`config.mk`:
```
export PLATFORM = sky130hd
export DESIGN_NAME = mem_arb
export DESIGN_NICKNAME = d
export VERILOG_FILES = /design/src/rtl/mem_arb_pkg.sv /design/src/rtl/mem_arb_tag_fifo.sv /design/src/rtl/mem_arb.sv
export SDC_FILE = /design/constraint.sdc
export NUM_CORES = 1
export LEC_CHECK = 0
export CAP_MARGIN = 20
export CORE_MARGIN = 3
export CORE_UTILIZATION = 43
export CTS_BUF_LIST = sky130_fd_sc_hd__clkbuf_4 sky130_fd_sc_hd__clkbuf_8 sky130_fd_sc_hd__clkbuf_16
export CTS_CLUSTER_DIAMETER = 50
export DETAILED_ROUTE_END_ITERATION = 10
export GPL_TIMING_DRIVEN = 0
export PLACE_DENSITY = 0.86
export SYNTH_ARGS = -nofsm -noshare
export SYNTH_HDL_FRONTEND = slang
export SYNTH_SLANG_ARGS = --single-unit
```
`constraint.sdc`:
```
create_clock -name clk -period 9.2 [get_ports clk]
set_input_delay 0.92 -clock clk [delete_from_list [all_inputs] [get_ports clk]]
set_output_delay 0.92 -clock clk [all_outputs]
set_load 0.03 [all_outputs]
```
`src/rtl/mem_arb_pkg.sv`:
```
// rtl/mem_arb_pkg.sv - shared types and grant helper for the mem_arb memory-request arbiter
//
// Contents:
//   NUM_CH_MAX          upper bound on requester channels (sizes chan_id_t)
//   ADDR_W_DFLT/DATA_W_DFLT  default address/data widths used by mem_req_t
//   chan_id_t           channel identifier carried through the tag FIFO
//   mem_req_t           one memory request {addr, wen, wdata}
//   rr_pick(vld, ptr)   rotating first-valid search starting at ptr
package mem_arb_pkg;

  localparam int NUM_CH_MAX  = 8;
  localparam int ADDR_W_DFLT = 32;
  localparam int DATA_W_DFLT = 32;

  typedef logic [$clog2(NUM_CH_MAX)-1:0] chan_id_t;

  typedef struct packed {
    logic [ADDR_W_DFLT-1:0] addr;
    logic                   wen;
    logic [DATA_W_DFLT-1:0] wdata;
  } mem_req_t;

  // Searches all NUM_CH_MAX slots modulo NUM_CH_MAX. Channels above the real
  // channel count are zero in vld, so for any ptr below the channel count the
  // result equals a search modulo the real count.
  function automatic chan_id_t rr_pick(input logic [NUM_CH_MAX-1:0] vld, input chan_id_t ptr);
    chan_id_t idx;
    chan_id_t pick;
    logic     found;
    pick  = '0;
    found = 1'b0;
    for (int i = 0; i < NUM_CH_MAX; i++) begin
      idx = ptr + chan_id_t'(i);
      if (!found && vld[idx]) begin
        pick  = idx;
        found = 1'b1;
      end
    end
    return pick;
  endfunction

endpackage

```
`src/rtl/mem_arb_tag_fifo.sv`:
```
// rtl/mem_arb_tag_fifo.sv - synchronous FIFO of channel IDs for in-order read responses
//
// Ports:
//   clk, resetn      clock, asynchronous active-low reset
//   push, push_id    write one channel ID (ignored when full)
//   pop              discard the head entry (ignored when empty)
//   full, empty      status from the registered occupancy count
//   head             channel ID at the head of the queue
module mem_arb_tag_fifo
  import mem_arb_pkg::*;
#(
  parameter int DEPTH = 4
) (
  input  logic     clk,
  input  logic     resetn,
  input  logic     push,
  input  chan_id_t push_id,
  input  logic     pop,
  output logic     full,
  output logic     empty,
  output chan_id_t head
);

  localparam int PW = $clog2(DEPTH);
  localparam int CW = PW + 1;

  chan_id_t        slots [DEPTH];
  logic [PW-1:0]   wr_ptr;
  logic [PW-1:0]   rd_ptr;
  logic [CW-1:0]   count;
  logic            do_push;
  logic            do_pop;

  // Status comes from the registered count only, so a pop in the same cycle
  // never makes a full FIFO look non-full.
  assign full    = (count == CW'(DEPTH));
  assign empty   = (count == '0);
  assign head    = slots[rd_ptr];
  assign do_push = push && !full;
  assign do_pop  = pop && !empty;

  always_ff @(posedge clk) begin
    if (do_push) slots[wr_ptr] <= push_id;
  end

  // DEPTH is a power of two, so the pointers wrap by natural overflow.
  always_ff @(posedge clk or negedge resetn) begin
    if (!resetn) begin
      wr_ptr <= '0;
      rd_ptr <= '0;
      count  <= '0;
    end else begin
      if (do_push) wr_ptr <= wr_ptr + PW'(1);
      if (do_pop)  rd_ptr <= rd_ptr + PW'(1);
      case ({do_push, do_pop})
        2'b10:   count <= count + CW'(1);
        2'b01:   count <= count - CW'(1);
        default: count <= count;
      endcase
    end
  end

endmodule

```
`src/rtl/mem_arb.sv`:
```
// rtl/mem_arb.sv - N-channel memory-request arbiter with one-entry output stage and tag-steered read responses
//
// Ports:
//   clk, resetn                  clock, asynchronous active-low reset
//   req_vld/req_rdy              per-channel request handshake (req_rdy one-hot on grant)
//   req_addr/req_wen/req_wdata   flattened per-channel request fields, channel i at [i*W +: W]
//   rsp_vld/rsp_rdata            one-hot read-response valid, shared read data
//   mem_req_*                    registered memory request port (valid/ready)
//   mem_rsp_vld/mem_rsp_rdata    in-order memory read responses
//   err_orphan                   sticky flag: response seen with no outstanding read
//
// Build option: MEM_ARB_FIXED_PRIO_EN selects fixed priority (lowest index wins)
// instead of round-robin.
module mem_arb
  import mem_arb_pkg::*;
#(
  parameter int NUM_CH    = 2,
  parameter int ADDR_W    = 32,
  parameter int DATA_W    = 32,
  parameter int MAX_OUTST = 4
) (
  input  logic                     clk,
  input  logic                     resetn,
  input  logic [NUM_CH-1:0]        req_vld,
  output logic [NUM_CH-1:0]        req_rdy,
  input  logic [NUM_CH*ADDR_W-1:0] req_addr,
  input  logic [NUM_CH-1:0]        req_wen,
  input  logic [NUM_CH*DATA_W-1:0] req_wdata,
  output logic [NUM_CH-1:0]        rsp_vld,
  output logic [DATA_W-1:0]        rsp_rdata,
  output logic                     mem_req_vld,
  input  logic                     mem_req_rdy,
  output logic [ADDR_W-1:0]        mem_req_addr,
  output logic                     mem_req_wen,
  output logic [DATA_W-1:0]        mem_req_wdata,
  input  logic                     mem_rsp_vld,
  input  logic [DATA_W-1:0]        mem_rsp_rdata,
  output logic                     err_orphan
);

  logic [NUM_CH_MAX-1:0] vld_ext;
  chan_id_t              ptr;
  chan_id_t              gnt;
  chan_id_t              head;
  logic                  fifo_full;
  logic                  fifo_empty;
  logic                  load_en;
  logic                  push;
  logic                  pop;
  logic [ADDR_W-1:0]     sel_addr;
  logic                  sel_wen;
  logic [DATA_W-1:0]     sel_wdata;

  always_comb begin
    vld_ext             = '0;
    vld_ext[NUM_CH-1:0] = req_vld;
  end

`ifdef MEM_ARB_FIXED_PRIO_EN
  assign ptr = '0;
`else
  chan_id_t rr_ptr;
  assign ptr = rr_ptr;

  // Pointer moves to the channel after the winner so it has lowest priority next.
  always_ff @(posedge clk or negedge resetn) begin
    if (!resetn) begin
      rr_ptr <= '0;
    end else if (load_en) begin
      rr_ptr <= (int'(gnt) == NUM_CH - 1) ? '0 : gnt + chan_id_t'(1);
    end
  end
`endif

  assign gnt = rr_pick(vld_ext, ptr);

  // Writes are throttled by a full tag FIFO as well, keeping one grant rule.
  assign load_en = (!mem_req_vld || mem_req_rdy) && (|req_vld) && !fifo_full;
  assign req_rdy = load_en ? (NUM_CH'(1) << gnt) : '0;

  always_comb begin
    sel_addr  = '0;
    sel_wen   = 1'b0;
    sel_wdata = '0;
    for (int i = 0; i < NUM_CH; i++) begin
      if (int'(gnt) == i) begin
        sel_addr  = req_addr[i*ADDR_W +: ADDR_W];
        sel_wen   = req_wen[i];
        sel_wdata = req_wdata[i*DATA_W +: DATA_W];
      end
    end
  end

  assign push = load_en && !sel_wen;
  assign pop  = mem_rsp_vld && !fifo_empty;

  mem_arb_tag_fifo #(
    .DEPTH (MAX_OUTST)
  ) u_tag_fifo (
    .clk     (clk),
    .resetn  (resetn),
    .push    (push),
    .push_id (gnt),
    .pop     (pop),
    .full    (fifo_full),
    .empty   (fifo_empty),
    .head    (head)
  );

  // Output stage: load on grant, otherwise hold while stalled, drop valid once drained.
  always_ff @(posedge clk or negedge resetn) begin
    if (!resetn) begin
      mem_req_vld   <= 1'b0;
      mem_req_addr  <= '0;
      mem_req_wen   <= 1'b0;
      mem_req_wdata <= '0;
    end else if (load_en) begin
      mem_req_vld   <= 1'b1;
      mem_req_addr  <= sel_addr;
      mem_req_wen   <= sel_wen;
      mem_req_wdata <= sel_wdata;
    end else if (mem_req_rdy) begin
      mem_req_vld   <= 1'b0;
    end
  end

  // Response path: steer to the oldest outstanding requester; orphans only flag.
  always_ff @(posedge clk or negedge resetn) begin
    if (!resetn) begin
      rsp_vld    <= '0;
      rsp_rdata  <= '0;
      err_orphan <= 1'b0;
    end else begin
      rsp_vld <= pop ? (NUM_CH'(1) << head) : '0;
      if (pop) rsp_rdata <= mem_rsp_rdata;
      if (mem_rsp_vld && fifo_empty) err_orphan <= 1'b1;
    end
  end

endmodule

```
# ---- After elaboration in Yosys (flattened, before gate mapping)
# Memory sizes are Yosys's and may differ from the RTL's.
# Index checks and enable logic that the tools add are counted.
dict set report op_classes {
  reduce_logical 31
  eq_ne 4
  shift 2
  magnitude_cmp 8
  muxes 45
  add_sub_neg 12
}
# op count
set ops {}
lappend ops {{2-to-1 mux 32 bit} 4}
lappend ops {{less-than comparator 3 x 4 -> 1 bit (second input constant)} 8}
lappend ops {{2-to-1 mux 3 bit} 9}
lappend ops {{binary-select mux 1 bit (select 3 bit)} 8}
lappend ops {{2-to-1 mux 1 bit} 21}
lappend ops {{logical AND 1 bit} 14}
lappend ops {{adder 3 bit (second input constant)} 4}
lappend ops {{zero test 1 bit} 11}
lappend ops {{adder 3 x 1 -> 3 bit (second input constant)} 3}
lappend ops {{adder 3 x 2 -> 3 bit (second input constant)} 2}
lappend ops {{zero test 3 bit} 2}
lappend ops {{one-hot mux 3 bit (2 select lines)} 1}
lappend ops {{left shift 1 x 3 -> 2 bit (first input constant)} 2}
lappend ops {{adder 2 x 1 -> 2 bit (second input constant)} 2}
lappend ops {{2-to-1 mux 2 bit} 2}
lappend ops {{nonzero test 2 bit} 2}
lappend ops {{equality test 3 x 2 -> 1 bit (second input constant)} 1}
lappend ops {{equality test 3 bit (second input constant)} 1}
lappend ops {{subtractor 3 x 1 -> 3 bit (second input constant)} 1}
lappend ops {{equality test 2 x 1 -> 1 bit (second input constant)} 1}
lappend ops {{equality test 2 bit (second input constant)} 1}
lappend ops {{OR reduction 2 bit} 1}
lappend ops {{logical OR 1 bit} 1}
dict set report word_totals {
  n_memories 1
  word_cells 114
  reg_bits 111
  output_inout_bits 103
  mem_bits_rw 12
}
# name depth word_bits rd rd_clocked_by_memory_dff write_ports line
set memory_table {}
lappend memory_table {u_tag_fifo.slots 4 3 1 0 1 mem_arb_tag_fifo.sv:27} ;# chan_id_t slots [DEPTH];

# ---- Depth between registers and ports, before layout
dict set report logic_depth {
  depth_word 32
  depth_mapped 13
}

# ---- Hierarchy
# A second synthesis with hierarchy kept.
dict set report unflattened {
  hier_cells 469
  area_unflattened_um2 5979.5
}
# module cells_per_inst area_each_um2 n_inst seq_area_each_um2
set by_module_without_submodules {}
lappend by_module_without_submodules {mem_arb 415 5106.1 1 2602.5}
lappend by_module_without_submodules {mem_arb_tag_fifo 54 873.3 1 535.5}

# ---- Least setup slack after synthesis
# No wires, ideal clock.
dict set report synth_path {
  kind {register -> output}
  start {register rr_ptr[0] (netlist: ptr[0])}
  end {output port req_rdy[1]}
  stages_incl_launch_ff 9
  arrival_ps 2272
  setup_slack_ps 6008
  required_time_ps 8280
  path_cell_list {dfrtp_1 > inv_1 > ha_1 > nor2b_1 > o311a_1 > a211oi_2 > buf_4 > buf_4 > and2_1}
}
dict set report synth_via {
  elab_chain_len 26
}
# item line
set synth_lines {}
lappend synth_lines {{start, declared} mem_arb.sv:62} ;# chan_id_t rr_ptr;
lappend synth_lines {{start signal, assigned} mem_arb.sv:70} ;# rr_ptr <= (int'(gnt) == NUM_CH - 1) ? '0 : gnt + chan_id_t'(1);
lappend synth_lines {{parallel branches: the longest is 23 deep, another holds adder 3 x 1 -> 3 bit} n/a}
lappend synth_lines {{2-to-1 mux 3 bit (*)} mem_arb_pkg.sv:34} ;# if (!found && vld[idx]) begin
lappend synth_lines {{via gnt[0]} mem_arb.sv:43} ;# chan_id_t gnt;
lappend synth_lines {{left shift 1 x 3 -> 2 bit (*)} mem_arb.sv:79} ;# assign req_rdy = load_en ? (NUM_CH'(1) << gnt) : '0;
lappend synth_lines {{2-to-1 mux 2 bit (*)} mem_arb.sv:79}
lappend synth_lines {{end, declared} mem_arb.sv:25} ;# output logic [NUM_CH-1:0] req_rdy,
# Mark *: on every way through the listed nets, which the timed path passes. The select of a mux whose other input is x is not followed.

# ---- Worst setup path after layout
dict set report layout_path {
  start {input port req_vld[0]}
  end {output port req_rdy[1]}
}
dict set report layout_via {
  elab_chain_len 26
}
# item line
set layout_lines {}
lappend layout_lines {{start, declared} mem_arb.sv:24} ;# input logic [NUM_CH-1:0] req_vld,
lappend layout_lines {{binary-select mux 1 bit (select 3 bit)} mem_arb_pkg.sv:34}
lappend layout_lines {{2-to-1 mux 1 bit (implied by the code)} mem_arb_pkg.sv:34}
lappend layout_lines {{2-to-1 mux 1 bit} mem_arb_pkg.sv:34}
lappend layout_lines {{zero test 1 bit} mem_arb_pkg.sv:34}
lappend layout_lines {{logical AND 1 bit} mem_arb_pkg.sv:34}
lappend layout_lines {{2-to-1 mux 1 bit} mem_arb_pkg.sv:34}
lappend layout_lines {{zero test 1 bit} mem_arb_pkg.sv:34}
lappend layout_lines {{logical AND 1 bit} mem_arb_pkg.sv:34}
lappend layout_lines {{[... 10 more ...]} n/a}
lappend layout_lines {{zero test 1 bit} mem_arb_pkg.sv:34}
lappend layout_lines {{logical AND 1 bit} mem_arb_pkg.sv:34}
lappend layout_lines {{2-to-1 mux 1 bit} mem_arb_pkg.sv:34}
lappend layout_lines {{zero test 1 bit} mem_arb_pkg.sv:34}
lappend layout_lines {{logical AND 1 bit} mem_arb_pkg.sv:34}
lappend layout_lines {{2-to-1 mux 3 bit} mem_arb_pkg.sv:34}
lappend layout_lines {{left shift 1 x 3 -> 2 bit} mem_arb.sv:79}
lappend layout_lines {{2-to-1 mux 2 bit (*)} mem_arb.sv:79}
# Every way passes the cells marked *; elsewhere a longest branch is shown, timed or not. The select of a mux whose other input is x is not followed.

==> flow_summary.toml <==
[timing]
finalHoldViolations = 0
fin_crit_ns = 4.55
finalSetupViolations = 0
slew_viol_final = 0
holdWs_ns = 0.474
worst_pin_slew_ns = 0.851
setup_tns_ns = 0
finalClockSkew_ns = 0.00957
fin_crit_sh = 0.495
setup_ws_ns = 4.65
max_clock_freq_mhz = 220
rsz0062_at_grt = "false"
max-slew-margin-rel = 0.430

[critical_path]
crit_path_frequent_cell = "clkdlybuf4s50_1"
r2r_start = "ptr[0]"
start_kind = "primary input"
crit_arrival_ns = 3.63
worstPathCellList = "clkdlybuf4s50_1, nor2_1, nor3_2, clkbuf_1, and2_1, clkdlybuf4s50_1"
required_ns = 8.28
crit_family = "buffers and inverters"
startpoint = "req_vld[0]"
path_class = "in -> out"
cpPeakStageDelay_ns = 0.69
slowest_stage = "nor3_2"
end_kind = "output pin"
crit_buf_inv = 3
crit_fanout = 10

[route]
first_iter_violations = 267
ant_nets = 0
drt-pass1-iter-count = 4
num_vias = 4844
vias_per_cell = 4.91
drt_wl_total_um = 16500
drc_errors = 0
routedWlPerCell_um = 16.8

[layout]
final_common_cell = "clkdlybuf4s50_1"
antenna_cells = 0
fill_cells = 849
design_area_mm2 = 0.00890
fin_util = 0.738
final_cell_mix = "clkdlybuf4s50_1 (269), dfrtp_1 (111), nand2_1 (99), nor2_1 (74), mux2i_1 (66)"
area_growth_pct = 66.9
drive_gt1_frac = 0.0538
finalNetCount = 982

[power_and_ir_drop]
power.density_mw_per_mm2 = 328
ir_worst_vdd_mv = 0.183
leakage_nw = 3.88

[yosys]
netlist.area_leader.share = 0.521
synth_area_mm2 = 0.00533
synth_top_family_by_area = "simple AND/OR/NAND/NOR gates"
synth-compound-area-share = 0.0751
synthFlopType = "dfrtp_1"
ys_types = 34
synth-xor-area-share = 0.00986
ys_seq_elements = 123
yosys_warnings = 0
ys_seq_area_frac = 0.589
yosys.area_share.simple = 0.145
avgSynthCellArea_um2 = 10.5
muxShareOfSynthArea = 0.130
synth_edf_count = 12
synthCells = 509
netlist_top_cells_area = "dfrtp_1 (52%), mux2i_1 (12%), nand2_1 (7.0%)"
synth_fa_ha_area_frac = 0.0202
synth.largest_area_cell = "dfrtp_1"
async_flop_share = 0.902

[floorplanning]
coreArea_mm2 = 0.0121
row_count = 40
die-area_mm2 = 0.0138
initial_core_util = 0.442
fp.dieW_um = 117
io_pins = 271
die-height_um = 117

[clock_tree]
ctsResizeCount = 0
clockBufferDepth = 2
cts_made_buffers = 17
clock_latency_ns = 0.40
ctsHoldBuffers = 0
cts.sinks = 123
cts_tree = "yes"
root_buffer = "clkbuf_16"
h-tree-depth = 4
cts_setup_buffers = 0
clkTransAtPathRegs_ns = 0.05

[place]
portBuffers = 270
place_area_mm2 = 0.00830
place_congestion = 0.842
dpl_worst_slack_ns = 4.59
hpwl_um = 13000

[global_routing]
antenna_found_initial = 0
grt_max_degree = 77
grt_pass1_vias = 5216
grt_util_all_layers = 0.247
overflow = 0
grt_first_pass_wirelength_um = 26900

[status]
status = "complete, no violations"

[worst_hold_path]
hp-class = "reg -> reg"
min_from = "rsp_rdata[29]"

[flow_run]
max_cap_violations = 0
==> synthesized netlist by cell type, types with 2 or more instances <==
cell,instances
nor2b_1,5
clkbuf_1,20
dfrtp_1,111
nor3_1,2
buf_2,3
mux2i_1,66
and2_1,5
xor2_1,2
o311ai_0,2
xnor2_1,4
buf_4,4
edfxtp_1,12
ha_1,7
nor2_1,74
inv_1,8
nand2_1,99
nand2b_1,3
a21oi_1,64
nor3b_1,3
==> per-layer routing <==
metal  wire, um  vias to the layer above  part of all wire  global-route usage
li1           -                     2278                 -                   -
met1       6010                     2311              0.36               0.265
met2       8790                      220              0.53               0.444
met3       1300                       35             0.078              0.0834
met4        439                        0             0.027               0.102
met5          0                        -                 0                   0
==> stage by stage <==
| stage | power, mW | std cells |
|---|---|---|
| global placement | 2.21 | 954 |
| CTS | 2.94 | 986 |
| floorplan | 1.63 | 516 |
| global route | 3.07 | 986 |
| finish | 2.92 | 986 |
| detailed placement | 2.27 | 955 |
==> power breakdown <==
part | leakage (nW) | switching (mW) | internal (mW)
combinational | 2.20 | 0.796 | 0.558
clock | 0.300 | 0.221 | 0.442
sequential | 1.38 | 0.135 | 0.765
total | 3.88 | 1.15 | 1.76
==> state kept, by name (all words and copies together) (netlist names) <==
register,count
u_tag_fifo.rd_ptr,2
ptr,3
mem_req_addr,32
err_orphan,1
rsp_vld,2
u_tag_fifo.slots,12
rsp_rdata,32
mem_req_vld,1
mem_req_wdata,32
u_tag_fifo.count,3
u_tag_fifo.wr_ptr,2
mem_req_wen,1
==> final timing paths <==
| kind | endpoint | slack (ns) | depth (start not counted) |
|---|---|---|---|
| hold reg to reg | rsp_rdata[29] | 0.47 | 2 |
| setup reg to reg | u_tag_fifo.count[2] | 5.70 | 13 |
| hold / removal | rsp_rdata[29] | 0.47 | 2 |
| setup / recovery | req_rdy[1] | 4.65 | 6 |
| min in group asynchronous | rsp_rdata[5] | 0.49 | 1 |
| max in group asynchronous | mem_req_addr[5] | 7.97 | 2 |
==> logic make-up after synthesis <==
family	Yosys count
adders and majority gates	8
DFF	123
AOI/OAI and AO/OA	73
other	1
and+or+nand+nor	192
xor gates and xnor gates	6
buffers and inverters	38
muxes	68
==> final cells by class <==
class	count	area, um^2	area share
timing repair buffer	271	2730	0.307
inverter	10	37.5	0.00422
clock inverter	6	86.3	0.00970
buffer	28	124	0.0139
multi-input combinational	355	2060	0.231
sequential	123	3140	0.353
tap	168	210	0.0236
clock buffer	25	517	0.0581
==> worst reg2reg max path, cell delays in order (launching register included) <==
cell,delay (ns)
dfrtp_1,0.41
inv_1,0.09
ha_1,0.32
nor2b_1,0.16
o311a_1,0.32
a211oi_2,0.44
mux2i_1,0.69
inv_1,0.10
ha_1,0.24
inv_1,0.09
fa_1,0.18
xor2_1,0.15
nor2_1,0.06
xor2_1,0.14
No activity file was read; power rests on OpenSTA's default activity.
==> variant 1: new RTL, config.mk and constraints unchanged <==
Make the reset (`resetn`) synchronous in 4 clocked blocks. Comments in the files are not updated.
--- a/src/rtl/mem_arb_tag_fifo.sv
+++ b/src/rtl/mem_arb_tag_fifo.sv
@@ -44,7 +44,7 @@
   end
 
   // DEPTH is a power of two, so the pointers wrap by natural overflow.
-  always_ff @(posedge clk or negedge resetn) begin
+  always_ff @(posedge clk) begin
     if (!resetn) begin
       wr_ptr <= '0;
       rd_ptr <= '0;
--- a/src/rtl/mem_arb.sv
+++ b/src/rtl/mem_arb.sv
@@ -63,7 +63,7 @@
   assign ptr = rr_ptr;
 
   // Pointer moves to the channel after the winner so it has lowest priority next.
-  always_ff @(posedge clk or negedge resetn) begin
+  always_ff @(posedge clk) begin
     if (!resetn) begin
       rr_ptr <= '0;
     end else if (load_en) begin
@@ -108,7 +108,7 @@
   );
 
   // Output stage: load on grant, otherwise hold while stalled, drop valid once drained.
-  always_ff @(posedge clk or negedge resetn) begin
+  always_ff @(posedge clk) begin
     if (!resetn) begin
       mem_req_vld   <= 1'b0;
       mem_req_addr  <= '0;
@@ -125,7 +125,7 @@
   end
 
   // Response path: steer to the oldest outstanding requester; orphans only flag.
-  always_ff @(posedge clk or negedge resetn) begin
+  always_ff @(posedge clk) begin
     if (!resetn) begin
       rsp_vld    <= '0;
       rsp_rdata  <= '0;
Formal check against the unedited RTL: differs if resetn is asserted again (counterexample within 4 cycles, from zero or initial values and one cycle with resetn low); with resetn held inactive, the same outputs for 10 cycles.
==> variant 1 against the original RTL <==
- routed wire length grew 7.8%
- critical path depth grew 3
- register-to-register slack gained 0.11 ns
- power shrank 25%
- area after synthesis shrank 3.2%
- worst setup slack gained 0.17 ns
- final area shrank 3.1%
- sequential cell count grew 2
- count of clock-buffer cells in the layout shrank 1
- sequential share of layout area shrank 4.9 points
- cell count grew 8.3%
- core utilization grew 0.80 points
==> variant 1: results <==
{
  "outcome": "finished clean",
  "route.layer.met1.wl_um": 6860,
  "yosysSeqAreaShare_pct": 50.8,
  "slowest_delay_ns": 0.60,
  "p_switching_uw": 775,
  "met3WireLength_um": 1540,
  "drt_iter0_markers": 306,
  "num_vias": 5448,
  "grt_antenna_before_repair": 1,
  "yosys.area_share.xor_xnor_pct": 0.679,
  "via_count_of_the_first_global_routing_pass": 5266,
  "regToRegStartpoint": "ptr[0]",
  "worst_slew_pin_slew_ns": 0.544,
  "wl_um": 17800,
  "cts_max_level": 4,
  "finish.net_count": 1087,
  "synthDistinctLibCells": 39,
  "average_size_of_a_mapped_cell_sq_um": 8.38,
  "synth_adder_area_share_pct": 2.09,
  "clock-skew-final_ns": 0.00668,
  "yosys-mux-area-fraction_pct": 0.824,
  "synth_commonest_cells": "nand2_1, a21oi_1, dfxtp_1",
  "timing.critical_path.slowest_stage_cell": "clkdlybuf4s50_1",
  "worstSetupStartpoint": "req_vld[0]",
  "most_area_consuming_cells_after_synthesis": "dfxtp_1, a21oi_1, nand2_1",
  "max-vdd-ir-drop_mv": 0.133,
  "area_taken_by_flip_flops_and_latches_sq_um": 2620,
  "port_buffers": 269,
  "fillerInstances": 876,
  "holdCritStartpoint": "rsp_rdata[30]",
  "global_route_wire_length_before_repair_um": 27000,
  "route.detailed.vias_per_inst": 5.10,
  "synthesis.yosys.warnings": 0,
  "place_inst": 1035,
  "sequentialPowerShare_pct": 33.1,
  "dpl.hpwl_um": 13100,
  "layout-drive-gt1-share_pct": 5.95,
  "pin_count_of_the_biggest_net_entering_global_routing": 17,
  "power.density_nw_per_um2": 252,
  "place_congestion": 0.824,
  "synth_top_flop_cell": "dfxtp_1",
  "die_area_sq_um": 13400,
  "grt_use_total_pct": 26.2,
  "placedInstanceArea_sq_um": 8060,
  "detailedPlace.worstSlack_ns": 4.81,
  "grt_util_met3_pct": 8.46,
  "globalRouteMet1Util_pct": 29.2,
  "critPathArrivalTime_ns": 3.46,
  "synth-compound-area-share_pct": 26.4,
  "wl_met2_um": 8930
}
[variant 1: cell types whose count changed in the layout (fill, tap and decap cells not counted), sizes merged, moves of 3 or more]
cell	delta
a21boi	+33
a21oi	+68
and2	+5
buf	+5
clkbuf	+12
clkinv	+3
dfrtp	-111
dfxtp	+113
mux2i	-64
nand2	+37
nor2	-65
o21ai	+69
[variant 1: layout make-up]
cell class | instances | share of cell area, %
Sequential cell | 125 | 30.4
Clock buffer | 24 | 5.76
Inverter | 11 | 0.479
Clock inverter | 8 | 0.783
Timing Repair Buffer | 269 | 31.2
Multi-Input combinational cell | 439 | 26.6
Antenna cell | 1 | 0.0290
Buffer | 48 | 2.67
Tap cell | 143 | 2.07
[variant 1: final timing paths]
| path | to | slack [ns] | cells after the start |
|---|---|---|---|
| worst max-delay path | req_rdy[0] | 4.82 | 9 |
| worst min-delay path | rsp_rdata[30] | 0.46 | 2 |
| worst max register to register | u_tag_fifo.count[2] | 5.81 | 14 |
| worst min register to register | rsp_rdata[30] | 0.46 | 2 |
==> variant 2: new RTL, same flow settings <==
Made on the original files. Build with the macro `MEM_ARB_FIXED_PRIO_EN` defined.
--- a/src/rtl/mem_arb.sv
+++ b/src/rtl/mem_arb.sv
@@ -11,6 +11,8 @@
 //
 // Build option: MEM_ARB_FIXED_PRIO_EN selects fixed priority (lowest index wins)
 // instead of round-robin.
+`define MEM_ARB_FIXED_PRIO_EN
+
 module mem_arb
   import mem_arb_pkg::*;
 #(
Formal check against the unedited RTL: not equivalent (Yosys sat finds a counterexample within 4 cycles, from zero or initial values and one cycle with resetn low).
==> variant 2 against the original RTL <==
- global-route usage increased by 0.50 points
- final area decreased by 11%
- clock power decreased by 53%
- power decreased by 15%
- routed wire length decreased by 3.8%
- sequential cell count decreased by 11
- worst hold slack about the same
- non-clock buffer count increased by 8
- area after synthesis decreased by 9.7%
- worst setup slack improved by 0.28 ns
- sequential share of layout area increased by 0.35 points
- critical endpoint unchanged
- highest routed layer unchanged
==> variant 2: results <==
{
  "post-cts-setup-buffers": 0,
  "wl_um": 15900,
  "via_count_of_the_first_global_routing_pass": 4997,
  "cts_inserted_buffers": 9,
  "global_route_wire_length_before_repair_um": 25200,
  "most_area_consuming_cells_after_synthesis": "dfrtp_1, nand2_1, a31oi_1",
  "max-vdd-ir-drop_mv": 0.173,
  "grt_use_total_pct": 25.2,
  "slew-limit-headroom_pct": 54.7,
  "worstSetupStartpoint": "mem_req_rdy",
  "timing.rr.end": "u_tag_fifo.count[2]",
  "outcome": "finished clean",
  "fillerInstances": 796,
  "ys_async_sr_fraction_pct": 96.4,
  "synthDistinctLibCells": 27,
  "port_buffers": 270,
  "grt_antenna_before_repair": 0,
  "place_congestion": 0.896,
  "cts_max_level": 3,
  "synth-edff-count": 4,
  "worst_setup_path_endpoint": "req_rdy[1]",
  "reg_top3": "mem_req_addr: 32 flops, mem_req_wdata: 32 flops, rsp_rdata: 32 flops",
  "placedInstanceArea_sq_um": 7720,
  "num_vias": 4918,
  "yosysSeqAreaShare_pct": 58.6,
  "p_comb_uw": 1330,
  "clock_tree_root_driver_cell": "clkbuf_8",
  "clock-skew-final_ns": 0.0108,
  "drt_iter0_markers": 354,
  "cellLeakagePower_uw": 0.00348,
  "r2r_slack_ns": 6.72,
  "synth_commonest_cells": "nand2_1, dfrtp_1, nor2_1",
  "timing.reg2reg.worst_path_depth": 11,
  "power.density_nw_per_um2": 312,
  "finish.net_count": 1002,
  "clk_pin_slew_worst_paths_ns": 0.10,
  "layout-drive-gt1-share_pct": 4.20,
  "min_path_type": "flop to flop",
  "regToRegStartpoint": "mem_req_vld",
  "buffer_depth_of_the_longest_clock_path": 2,
  "worst-path-max-fanout": 10,
  "pwr-share-clk_pct": 12.7,
  "dpl.hpwl_um": 12600,
  "internal_power_uw": 1400,
  "synthesis.yosys.warnings": 0,
  "clkLatencyLatePin_ns": 0.38,
  "pin_count_of_the_biggest_net_entering_global_routing": 58,
  "drt_pass1_iterations": 5,
  "synth_top_flop_cell": "dfrtp_1"
}
==> variant 2: worst min path at each step <==
stage	from	endpoint	slack, ns	depth (start not counted)
global placement	err_orphan	err_orphan	0.44	1
CTS	err_orphan	err_orphan	0.48	1
floorplan	u_tag_fifo.rd_ptr[1]	u_tag_fifo.rd_ptr[1]	0.45	1
global route	rsp_rdata[27]	rsp_rdata[27]	0.50	2
finish	err_orphan	err_orphan	0.47	1
detailed placement	err_orphan	err_orphan	0.45	1
==> variant 2: cell families after synthesis <==
group	synth area share [%]
AO/OA/AOI/OAI	9.02
adder cells (fa/ha/maj)	1.72
XOR/XNOR	1.09
buffers and inverters	3.87
multiplexers	0.910
AND/OR/NAND/NOR	24.7
flip-flops	58.6
==> variant 2: per-stage QoR <==
stage	std cells	setup slack [ns]	hold slack [ns]	util, %
after floorplan	546	6.30	0.453	-
after global placement	956	3.27	0.439	70.6
after detailed placement	957	4.85	0.455	70.9
after CTS	973	4.85	0.479	72.8
after global routing	973	4.77	0.504	72.8
final	973	4.92	0.474	72.8
==> variant 2: layer usage <==
metal | up-vias | part of all wire (%) | GRT usage (%)
met5 | - | 0 | 0
met2 | 238 | 49 | 43.4
li1 | 2315 | - | -
met3 | 34 | 8.6 | 6.85
met4 | 0 | 2.7 | 8.60
met1 | 2331 | 39 | 30.5
==> variant 2: critical path: stages <==
cell	delay, ns
clkdlybuf4s50_1	0.46
nor2b_1	0.08
a311oi_4	0.51
buf_2	0.34
buf_4	0.22
and2_1	0.14
clkdlybuf4s50_1	0.67
==> variant 2: layout make-up <==
cell class	count	area share, %
well taps	140	2.21
flip-flops and latches	112	35.6
multi-input cells	390	22.8
clock buffers	12	2.00
plain buffers	36	1.97
inverters	8	0.379
clock inverters	4	0.647
repair buffers	271	34.4
